[config.mk]
export PLATFORM = sky130hd
export DESIGN_NAME = icap_arbiter
export DESIGN_NICKNAME = d
export VERILOG_FILES = /design/src/rtl/icap_arbiter.sv
export SDC_FILE = /design/constraint.sdc
export NUM_CORES = 1
export LEC_CHECK = 0
export CAP_MARGIN = 15
export CORE_UTILIZATION = 23
export DETAILED_ROUTE_END_ITERATION = 16
export GPL_TIMING_DRIVEN = 1
export PLACE_DENSITY = 0.89
export SYNTH_ARGS = -nofsm -noshare
export SYNTH_HDL_FRONTEND = slang
export SYNTH_SLANG_ARGS = --single-unit
[constraint.sdc]
create_clock -name CLK -period 2.2 [get_ports CLK]
set_input_delay 0.22 -clock CLK [delete_from_list [all_inputs] [get_ports CLK]]
set_output_delay 0.22 -clock CLK [all_outputs]
set_load 0.01 [all_outputs]
[src/rtl/icap_arbiter.sv]
// Two-port ICAP arbiter: round-robin grant, turnaround gap, transfer-safe release.
// Optional grant watchdog compiled in with `define ICAP_ARB_TIMEOUT_EN.
module icap_arbiter #(
    parameter int unsigned TURNAROUND     = 2,
    parameter int unsigned TIMEOUT_CYCLES = 1024
) (
    input  logic        CLK,
    input  logic        RESETN,
    input  logic        REQ0,
    input  logic        REQ1,
    output logic        GNT0,
    output logic        GNT1,
    input  logic        CSIB0,
    input  logic        CSIB1,
    input  logic        RDWRB0,
    input  logic        RDWRB1,
    input  logic [31:0] I0,
    input  logic [31:0] I1,
    output logic        AVAIL0,
    output logic        AVAIL1,
    output logic [31:0] O_REQ,
    output logic        TIMEOUT0,
    output logic        TIMEOUT1,
    output logic        ICAP_CSIB,
    output logic        ICAP_RDWRB,
    output logic [31:0] ICAP_I,
    input  logic        ICAP_AVAIL,
    input  logic [31:0] ICAP_O
);

    localparam int unsigned DATA_W = 32;
    localparam int unsigned CNT_W  = 4;
    localparam int unsigned WDOG_W = 16;

    if (TURNAROUND < 1 || TURNAROUND > 15) begin : g_bad_turnaround
        $error("icap_arbiter: TURNAROUND must be 1..15");
    end
    if (TIMEOUT_CYCLES < 2 || TIMEOUT_CYCLES > 65535) begin : g_bad_timeout
        $error("icap_arbiter: TIMEOUT_CYCLES must be 2..65535");
    end

    typedef enum logic [1:0] {
        S_IDLE   = 2'd0,
        S_GRANT0 = 2'd1,
        S_GRANT1 = 2'd2,
        S_TURN   = 2'd3
    } state_t;

    state_t             state_q, state_d;
    logic               prio_q, prio_d;     // 1: port 1 wins a tie
    logic               armed_q;            // blocks grants on the first edge after reset release
    logic               gnt0_q, gnt1_q;
    logic [CNT_W-1:0]   turn_cnt_q;
    logic               req0_ok, req1_ok;
    logic               exp0, exp1;

`ifdef ICAP_ARB_TIMEOUT_EN
    logic [WDOG_W-1:0]  wdog_q;
    logic               lock0_q, lock1_q;
    logic               timeout0_q, timeout1_q;

    assign exp0    = (wdog_q == WDOG_W'(TIMEOUT_CYCLES - 1)) & CSIB0;
    assign exp1    = (wdog_q == WDOG_W'(TIMEOUT_CYCLES - 1)) & CSIB1;
    assign req0_ok = REQ0 & ~lock0_q;
    assign req1_ok = REQ1 & ~lock1_q;

    // Idle-grant watchdog; a revoked port stays locked out until its REQ is seen low
    always_ff @(posedge CLK or negedge RESETN) begin
        if (!RESETN) begin
            wdog_q     <= '0;
            lock0_q    <= 1'b0;
            lock1_q    <= 1'b0;
            timeout0_q <= 1'b0;
            timeout1_q <= 1'b0;
        end else begin
            if (state_q == S_GRANT0)
                wdog_q <= CSIB0 ? wdog_q + WDOG_W'(1) : '0;
            else if (state_q == S_GRANT1)
                wdog_q <= CSIB1 ? wdog_q + WDOG_W'(1) : '0;
            else
                wdog_q <= '0;

            timeout0_q <= (state_q == S_GRANT0) & exp0;
            timeout1_q <= (state_q == S_GRANT1) & exp1;

            if ((state_q == S_GRANT0) && exp0) lock0_q <= 1'b1;
            else if (!REQ0)                    lock0_q <= 1'b0;
            if ((state_q == S_GRANT1) && exp1) lock1_q <= 1'b1;
            else if (!REQ1)                    lock1_q <= 1'b0;
        end
    end

    assign TIMEOUT0 = timeout0_q;
    assign TIMEOUT1 = timeout1_q;
`else
    assign exp0     = 1'b0;
    assign exp1     = 1'b0;
    assign req0_ok  = REQ0;
    assign req1_ok  = REQ1;
    assign TIMEOUT0 = 1'b0;
    assign TIMEOUT1 = 1'b0;
`endif

    always_ff @(posedge CLK or negedge RESETN) begin
        if (!RESETN) begin
            state_q <= S_IDLE;
            prio_q  <= 1'b0;
            armed_q <= 1'b0;
            gnt0_q  <= 1'b0;
            gnt1_q  <= 1'b0;
        end else begin
            state_q <= state_d;
            prio_q  <= prio_d;
            armed_q <= 1'b1;
            gnt0_q  <= (state_d == S_GRANT0);
            gnt1_q  <= (state_d == S_GRANT1);
        end
    end

    always_ff @(posedge CLK or negedge RESETN) begin
        if (!RESETN)
            turn_cnt_q <= '0;
        else if (state_q == S_TURN)
            turn_cnt_q <= turn_cnt_q + CNT_W'(1);
        else
            turn_cnt_q <= '0;
    end

    // Release only on an idle CSIB so an in-flight ICAP transfer is never cut
    always_comb begin
        state_d = state_q;
        prio_d  = prio_q;
        case (state_q)
            S_IDLE: begin
                if (armed_q && ICAP_AVAIL) begin
                    if (req0_ok && (!req1_ok || !prio_q))
                        state_d = S_GRANT0;
                    else if (req1_ok)
                        state_d = S_GRANT1;
                end
            end
            S_GRANT0: begin
                if ((!REQ0 && CSIB0) || exp0) begin
                    state_d = S_TURN;
                    prio_d  = 1'b1;
                end
            end
            S_GRANT1: begin
                if ((!REQ1 && CSIB1) || exp1) begin
                    state_d = S_TURN;
                    prio_d  = 1'b0;
                end
            end
            S_TURN: begin
                if (turn_cnt_q == CNT_W'(TURNAROUND - 1))
                    state_d = S_IDLE;
            end
            default: state_d = S_IDLE;
        endcase
    end

    assign GNT0       = gnt0_q;
    assign GNT1       = gnt1_q;
    assign AVAIL0     = ICAP_AVAIL & gnt0_q;
    assign AVAIL1     = ICAP_AVAIL & gnt1_q;
    assign O_REQ      = ICAP_O;
    assign ICAP_CSIB  = gnt0_q ? CSIB0  : (gnt1_q ? CSIB1  : 1'b1);
    assign ICAP_RDWRB = gnt0_q ? RDWRB0 : (gnt1_q ? RDWRB1 : 1'b1);
    assign ICAP_I     = gnt0_q ? I0     : (gnt1_q ? I1     : DATA_W'(0));

endmodule

==> results of run 1 <==
==> registers in the layout, indices dropped and copies added (netlist names) <==
signal and count:
prio_q 1, turn_cnt_q 4, GNT0 1, armed_q 1, GNT1 1, state_q 2
==> critical path, cell delays in order (launching register included) <==
cell and delay (ns):
dfrtp_1 0.40, nor2b_2 0.16, buf_4 0.31, a22o_1 0.19, clkdlybuf4s50_1 0.55
==> area by class of cell <==
type                    instances  area, um^2  area share
repair buffers                113        1124      0.5206
multi-input cells              79       619.3      0.2870
flip-flops and latches         10       250.2      0.1159
well taps                      67       83.83     0.03884
clock buffers                   4       55.05     0.02551
inverters                       7       26.28     0.01217
==> layout by cell type, fill, tap and decap left out, types with 4 or more instances in the layout <==
cell type / Yosys / final
a22o_1: 31 / 31
o21ai_0: 5 / 5
ha_1: 6 / 6
clkbuf_8: 0 / 4
dfrtp_1: 10 / 10
inv_1: 6 / 6
and2_1: 4 / 4
nor2b_1: 5 / 4
clkdlybuf4s50_1: 0 / 110
==> routing by layer <==
| metal | wire (um) | vias to the layer above | GRT usage | part of all wire |
|---|---|---|---|---|
| met5 | 0 | - | 0 | 0 |
| met4 | 46 | 0 | 0.04915 | 0.012 |
| met2 | 1973 | 80 | 0.2418 | 0.52 |
| met3 | 387 | 8 | 0.04252 | 0.10 |
| met1 | 1415 | 554 | 0.1374 | 0.37 |
| li1 | - | 602 | - | - |
==> metrics by stage <==
stage / hold WS (ns) / cells / util
after floorplan: -0.07559 / 137 / -
after global placement: 0.4401 / 276 / 0.4366
after detailed placement: 0.4401 / 276 / 0.4366
after CTS: 0.3167 / 280 / 0.4481
after global routing: 0.3390 / 280 / 0.4481
final: 0.2966 / 280 / 0.4481
==> worst max-delay path by stage <==
| stage | startpoint | depth (start not counted) | slack, ns | end |
|---|---|---|---|---|
| after floorplan | turn_cnt_q[1] | 6 | 0.68 | GNT1 |
| after global routing | GNT1 | 4 | 0.02 | ICAP_I[9] |
| after detailed placement | GNT1 | 4 | 0.37 | ICAP_I[22] |
| final | GNT1 | 4 | 0.14 | ICAP_I[10] |
| after global placement | GNT1 | 4 | 0.42 | ICAP_I[28] |
| after CTS | GNT1 | 4 | 0.12 | ICAP_I[22] |
==> cell families after synthesis <==
| kind of cell | Yosys count | synth area share |
|---|---|---|
| xor gates and xnor gates | 2 | 0.01496 |
| DFF | 10 | 0.2137 |
| adders and majority gates | 6 | 0.06410 |
| buffers and inverters | 48 | 0.2628 |
| other | 2 | 0.006413 |
| AOI/OAI and AO/OA | 44 | 0.3088 |
| and+or+nand+nor | 24 | 0.1293 |
==> power breakdown <==
part	switching [mW]	total, mW	internal [mW]
clock	0.0706	0.228	0.157
combinational	0.602	1.45	0.844
sequential	0.0559	0.293	0.237
==> impl_metrics.json, run 1 <==
{
  "outcome": "completed",
  "cts_tree": "done",
  "synth_area_um2": 1171,
  "rsz0062_at_grt": "no",
  "hp-class": "in -> async",
  "setup_viol": 0,
  "coreArea_um2": 4817,
  "avgSynthCellArea_um2": 8.611,
  "yosys.area.top_type": "a22o_1",
  "design_power_total_mw": 1.967,
  "ys_seq_elements": 10,
  "fin_crit_ns": 2.064,
  "antenna_found_initial": 0,
  "final.setup.worst_slack_ns": 0.1358,
  "synthTopCellsByCount": "buf_4 (34), a22o_1 (31), dfrtp_1 (10), ha_1 (6), inv_1 (6)",
  "die_x_um": 73.36,
  "drive_gt1_frac": 0.06573,
  "synth-main-ff-cell": "dfrtp_1",
  "syn_to_final_growth_pct": 84.29,
  "yosysSeqAreaShare": 0.2137,
  "rows": 25,
  "placed_area_um2": 2103,
  "leakagePower_nw": 0.9045,
  "crit_required_ns": 1.98,
  "final_nets": 325,
  "clock_skew_ns": 0.001220,
  "cp_max_fo": 31,
  "worst-r2r-cell-count": 6,
  "clock_path_buffers": 2,
  "r2r_end": "GNT1",
  "clkSinkCount": 10,
  "ioPinCount": 177,
  "die_area_um2": 5381,
  "netlist_instances": 136,
  "max_freq_mhz": 484.5,
  "grt_usage": 0.1309,
  "vias": 1244,
  "first_pass_iters": 3,
  "fin_setup_tns_ns": 0,
  "path_class": "reg -> out",
  "drtAntennaViolNets": 0,
  "dpl.hpwl_um": 3205,
  "wire_per_inst_um": 13.65,
  "powerDensity_nw_per_um2": 911.2,
  "r2r_start": "turn_cnt_q[1]",
  "worst-r2r-setup-slack_ns": 0.58,
  "drt-vias-per-instance": 4.443,
  "yosysTopAreaCellShare": 0.2318,
  "post-place-ws_ns": 0.3746,
  "die_h_um": 73.36,
  "post-route-period-util": 0.9383,
  "synth.most_common_cell": "buf_4",
  "netlist-cell-type-count": 30,
  "async_reset_ff_frac": 1.000,
  "endpoint_kind": "output port",
  "grt_pass1_wl_um": 5319,
  "drcViolationCount": 0,
  "h-tree-depth": 1,
  "design_area_um2": 2158,
  "grt-ovfl-total": 0,
  "cap_violations": 0,
  "root_buffer": "clkbuf_8",
  "post_cts_buffers": 0,
  "maxSlewViolCount": 0,
  "gp_congestion": 0.7802,
  "cts_hold_buffers": 0,
  "vdd_drop_max_v": 0.0005277,
  "io_buffers": 110,
  "drt_iter0_markers": 56,
  "cts_buffers": 3,
  "synth-edff-count": 0,
  "cp_data_arrival_time_ns": 1.84,
  "grt_max_degree": 32,
  "clock_latency_ns": 0.23,
  "drt_wl_total_um": 3822,
  "clk_pin_slew_ns": 0.05,
  "yosys-top-cells-area": "a22o_1 (23%), buf_4 (22%), dfrtp_1 (21%), ha_1 (6.4%), nor2b_1 (2.7%)",
  "antenna_cells": 0,
  "n_fill_cell": 487,
  "grt_pass1_vias": 1147,
  "start_util": 0.2431,
  "cp-start-kind": "register",
  "cts-resized-gates": 0,
  "ys.warnings.count": 0,
  "hold_viol": 0
}
Power figures use the tool's default switching activity.
==> run 2, diff against run 1 <==
--- a/config.mk
+++ b/config.mk
@@ -7,6 +7,7 @@
 export LEC_CHECK = 0
 export CAP_MARGIN = 15
 export CORE_UTILIZATION = 23
+export CTS_BUF_LIST = sky130_fd_sc_hd__clkbuf_8 sky130_fd_sc_hd__clkbuf_16
 export DETAILED_ROUTE_END_ITERATION = 16
 export GPL_TIMING_DRIVEN = 1
 export PLACE_DENSITY = 0.89
==> constraint.sdc (replaced) <==
create_clock -name CLK -period 2.2 [get_ports CLK]
set_input_delay 0.44 -clock CLK [delete_from_list [all_inputs] [get_ports CLK]]
set_output_delay 0.44 -clock CLK [all_outputs]
set_load 0.01 [all_outputs]
==> run 2 against run 1 <==
Compared with the run above:
- worst hold slack gained 0.20 ns
- global-route usage grew 0.40 points
- via count up 1.2%
- total power up 3.0%
- fmax decreased by 3.1%
- clock power barely moved
- clock skew rose by 0.0028 ns
- flip-flop and latch count did not move
- largest cell class unchanged
- highest routed layer unchanged
==> impl_metrics.json, run 2 (synthesized netlist as in run 1, its figures left out) <==
{
  "holdCritStartpoint": "turn_cnt_q[0]",
  "largest_register_ffs": 4,
  "grtUsageMet1": 0.1430,
  "setup_viol": 0,
  "powerDensity_nw_per_um2": 892.6,
  "grtUsageMet2": 0.2634,
  "die_h_um": 73.36,
  "h-tree-depth": 1,
  "path_cells": "nor2b_4, buf_6, a22o_1, clkdlybuf4s50_1",
  "antenna_found_initial": 0,
  "r2r_end": "GNT1",
  "layout_commonest_cell": "clkdlybuf4s50_1",
  "vias": 1259,
  "cts_buffers": 3,
  "drt_wl_total_um": 4021,
  "grt_max_degree": 22,
  "whs_endpoint": "turn_cnt_q[0]",
  "cp-start-kind": "register",
  "slowest_delay_ns": 0.54,
  "endpoint_kind": "output port",
  "final_nets": 328,
  "r2r_start": "turn_cnt_q[1]",
  "n_fill_cell": 475,
  "hold_slack_ns": 0.4925,
  "drt-vias-per-instance": 4.449,
  "rows": 25,
  "design_area_um2": 2270,
  "post-route-util": 0.4712,
  "grt_usage": 0.1348,
  "hp-class": "reg -> reg",
  "worst-r2r-setup-slack_ns": 0.55,
  "layout_common_cells": "clkdlybuf4s50_1 (85), a22o_1 (31), dlymetal6s2s_1 (25)",
  "path_class": "reg -> out",
  "rsz0062_at_grt": "no",
  "grt-busiest-layer": "met2",
  "syn_to_final_growth_pct": 93.80,
  "start_util": 0.2431,
  "place_inst": 277,
  "cts_tree": "done",
  "die_x_um": 73.36,
  "drtAntennaViolNets": 0,
  "grt-ovfl-total": 0,
  "post-route-period-util": 0.9683,
  "gp_congestion": 0.7974,
  "drcViolationCount": 0,
  "clock_latency_ns": 0.23,
  "maxSlewViolCount": 0,
  "crit_required_ns": 1.76,
  "grt_pass1_vias": 1191,
  "io_buffers": 110,
  "drive_gt1_frac": 0.09259,
  "top_register": "turn_cnt_q",
  "max_freq_mhz": 469.4,
  "cp_slowest_cell": "clkdlybuf4s50_1",
  "grt_pass1_wl_um": 5540,
  "clock_skew_ns": 0.004031,
  "cp_data_arrival_time_ns": 1.69,
  "clock_path_buffers": 2,
  "whs_path_depth": 1,
  "leakagePower_nw": 1.276,
  "met3_usage": 0.02743,
  "placed_area_um2": 2111,
  "hold_viol": 0,
  "fin_crit_ns": 2.130,
  "clkSinkCount": 10,
  "cap_violations": 0,
  "wire_per_inst_um": 14.21,
  "drt_iter0_markers": 15,
  "clk_pin_slew_ns": 0.05,
  "outcome": "completed",
  "first_pass_iters": 4,
  "root_buffer": "clkbuf_8",
  "coreArea_um2": 4817,
  "antenna_cells": 0,
  "cp_max_fo": 8,
  "ioPinCount": 177,
  "worst-r2r-cell-count": 6,
  "biggestRegsByFlops": "turn_cnt_q x4, state_q x2",
  "die_area_um2": 5381,
  "dpl.hpwl_um": 3231,
  "vdd_drop_max_v": 0.0004838,
  "fin_cells": 283
}
## run 2: cell count changes in the layout (fill, tap and decap cells not counted), moves of 2 or more
| cell | delta |
|---|---|
| dfrtp_2 | +2 |
| buf_6 | +2 |
| dfrtp_1 | -2 |
| dlymetal6s2s_1 | +25 |
| clkdlybuf4s50_1 | -25 |
## run 2: timing repair
item / CTS / global route
hold buffers: 0 / 0
setup endpoints to repair: 29 / 32
resized for setup: 2 / 33
buffers inserted: 0 / 1
gates cloned: 0 / 1
## run 2: worst max path at each step
stage	startpoint	to	slack [ns]	cells after the start
2_1_floorplan	GNT0	ICAP_I[15]	0.58	3
3_3_place_gp	CSIB1	ICAP_CSIB	-0.05	4
3_5_place_dp	CSIB1	ICAP_CSIB	-0.06	4
4_1_cts	GNT1	ICAP_I[28]	-0.008	4
5_1_grt	GNT0	ICAP_I[20]	0.001	4
6_report	GNT0	ICAP_I[31]	0.07	4
## run 2: per-layer routing
metal / share of wire / vias up / routed length [um]
met5: 0 / - / 0
met4: 0.0060 / 0 / 24
met3: 0.092 / 6 / 368
met2: 0.56 / 81 / 2251
met1: 0.34 / 566 / 1376
li1: - / 606 / -
## run 2: layout make-up
class / instances / area [um^2] / area share
Clock buffer: 4 / 55.05 / 0.02426
Inverter: 7 / 26.28 / 0.01158
Multi-Input combinational cell: 79 / 628.1 / 0.2767
Sequential cell: 10 / 252.7 / 0.1114
Tap cell: 67 / 83.83 / 0.03693
Timing Repair Buffer: 116 / 1224 / 0.5391
## run 2: critical path, delay by kind of cell, from the launching register on
family | cells | cell delay [ns]
buffers and inverters | 2 | 0.70
AOI/OAI and AO/OA | 1 | 0.13
DFF | 1 | 0.44
and+or+nand+nor | 1 | 0.19
## run 2: metrics by stage
stage / TNS [ns] / worst slack [ns] / power, mW
CTS: -0.008021 / -0.008021 / 2.023
detailed placement: -0.05712 / -0.05712 / 1.778
global route: 0 / 0.001139 / 2.174
floorplan: 0 / 0.5834 / 1.059
global placement: -0.04995 / -0.04995 / 1.752
finish: 0 / 0.06972 / 2.026
## run 2: power by group
| part | total [mW] | leakage [nW] | internal [mW] | switching, mW |
|---|---|---|---|---|
| Sequential | 0.298 | 0.124 | 0.240 | 0.0581 |
| Combinational | 1.50 | 1.12 | 0.867 | 0.636 |
| Clock | 0.225 | 0.0288 | 0.157 | 0.0680 |
| Total | 2.03 | 1.28 | 1.26 | 0.762 |
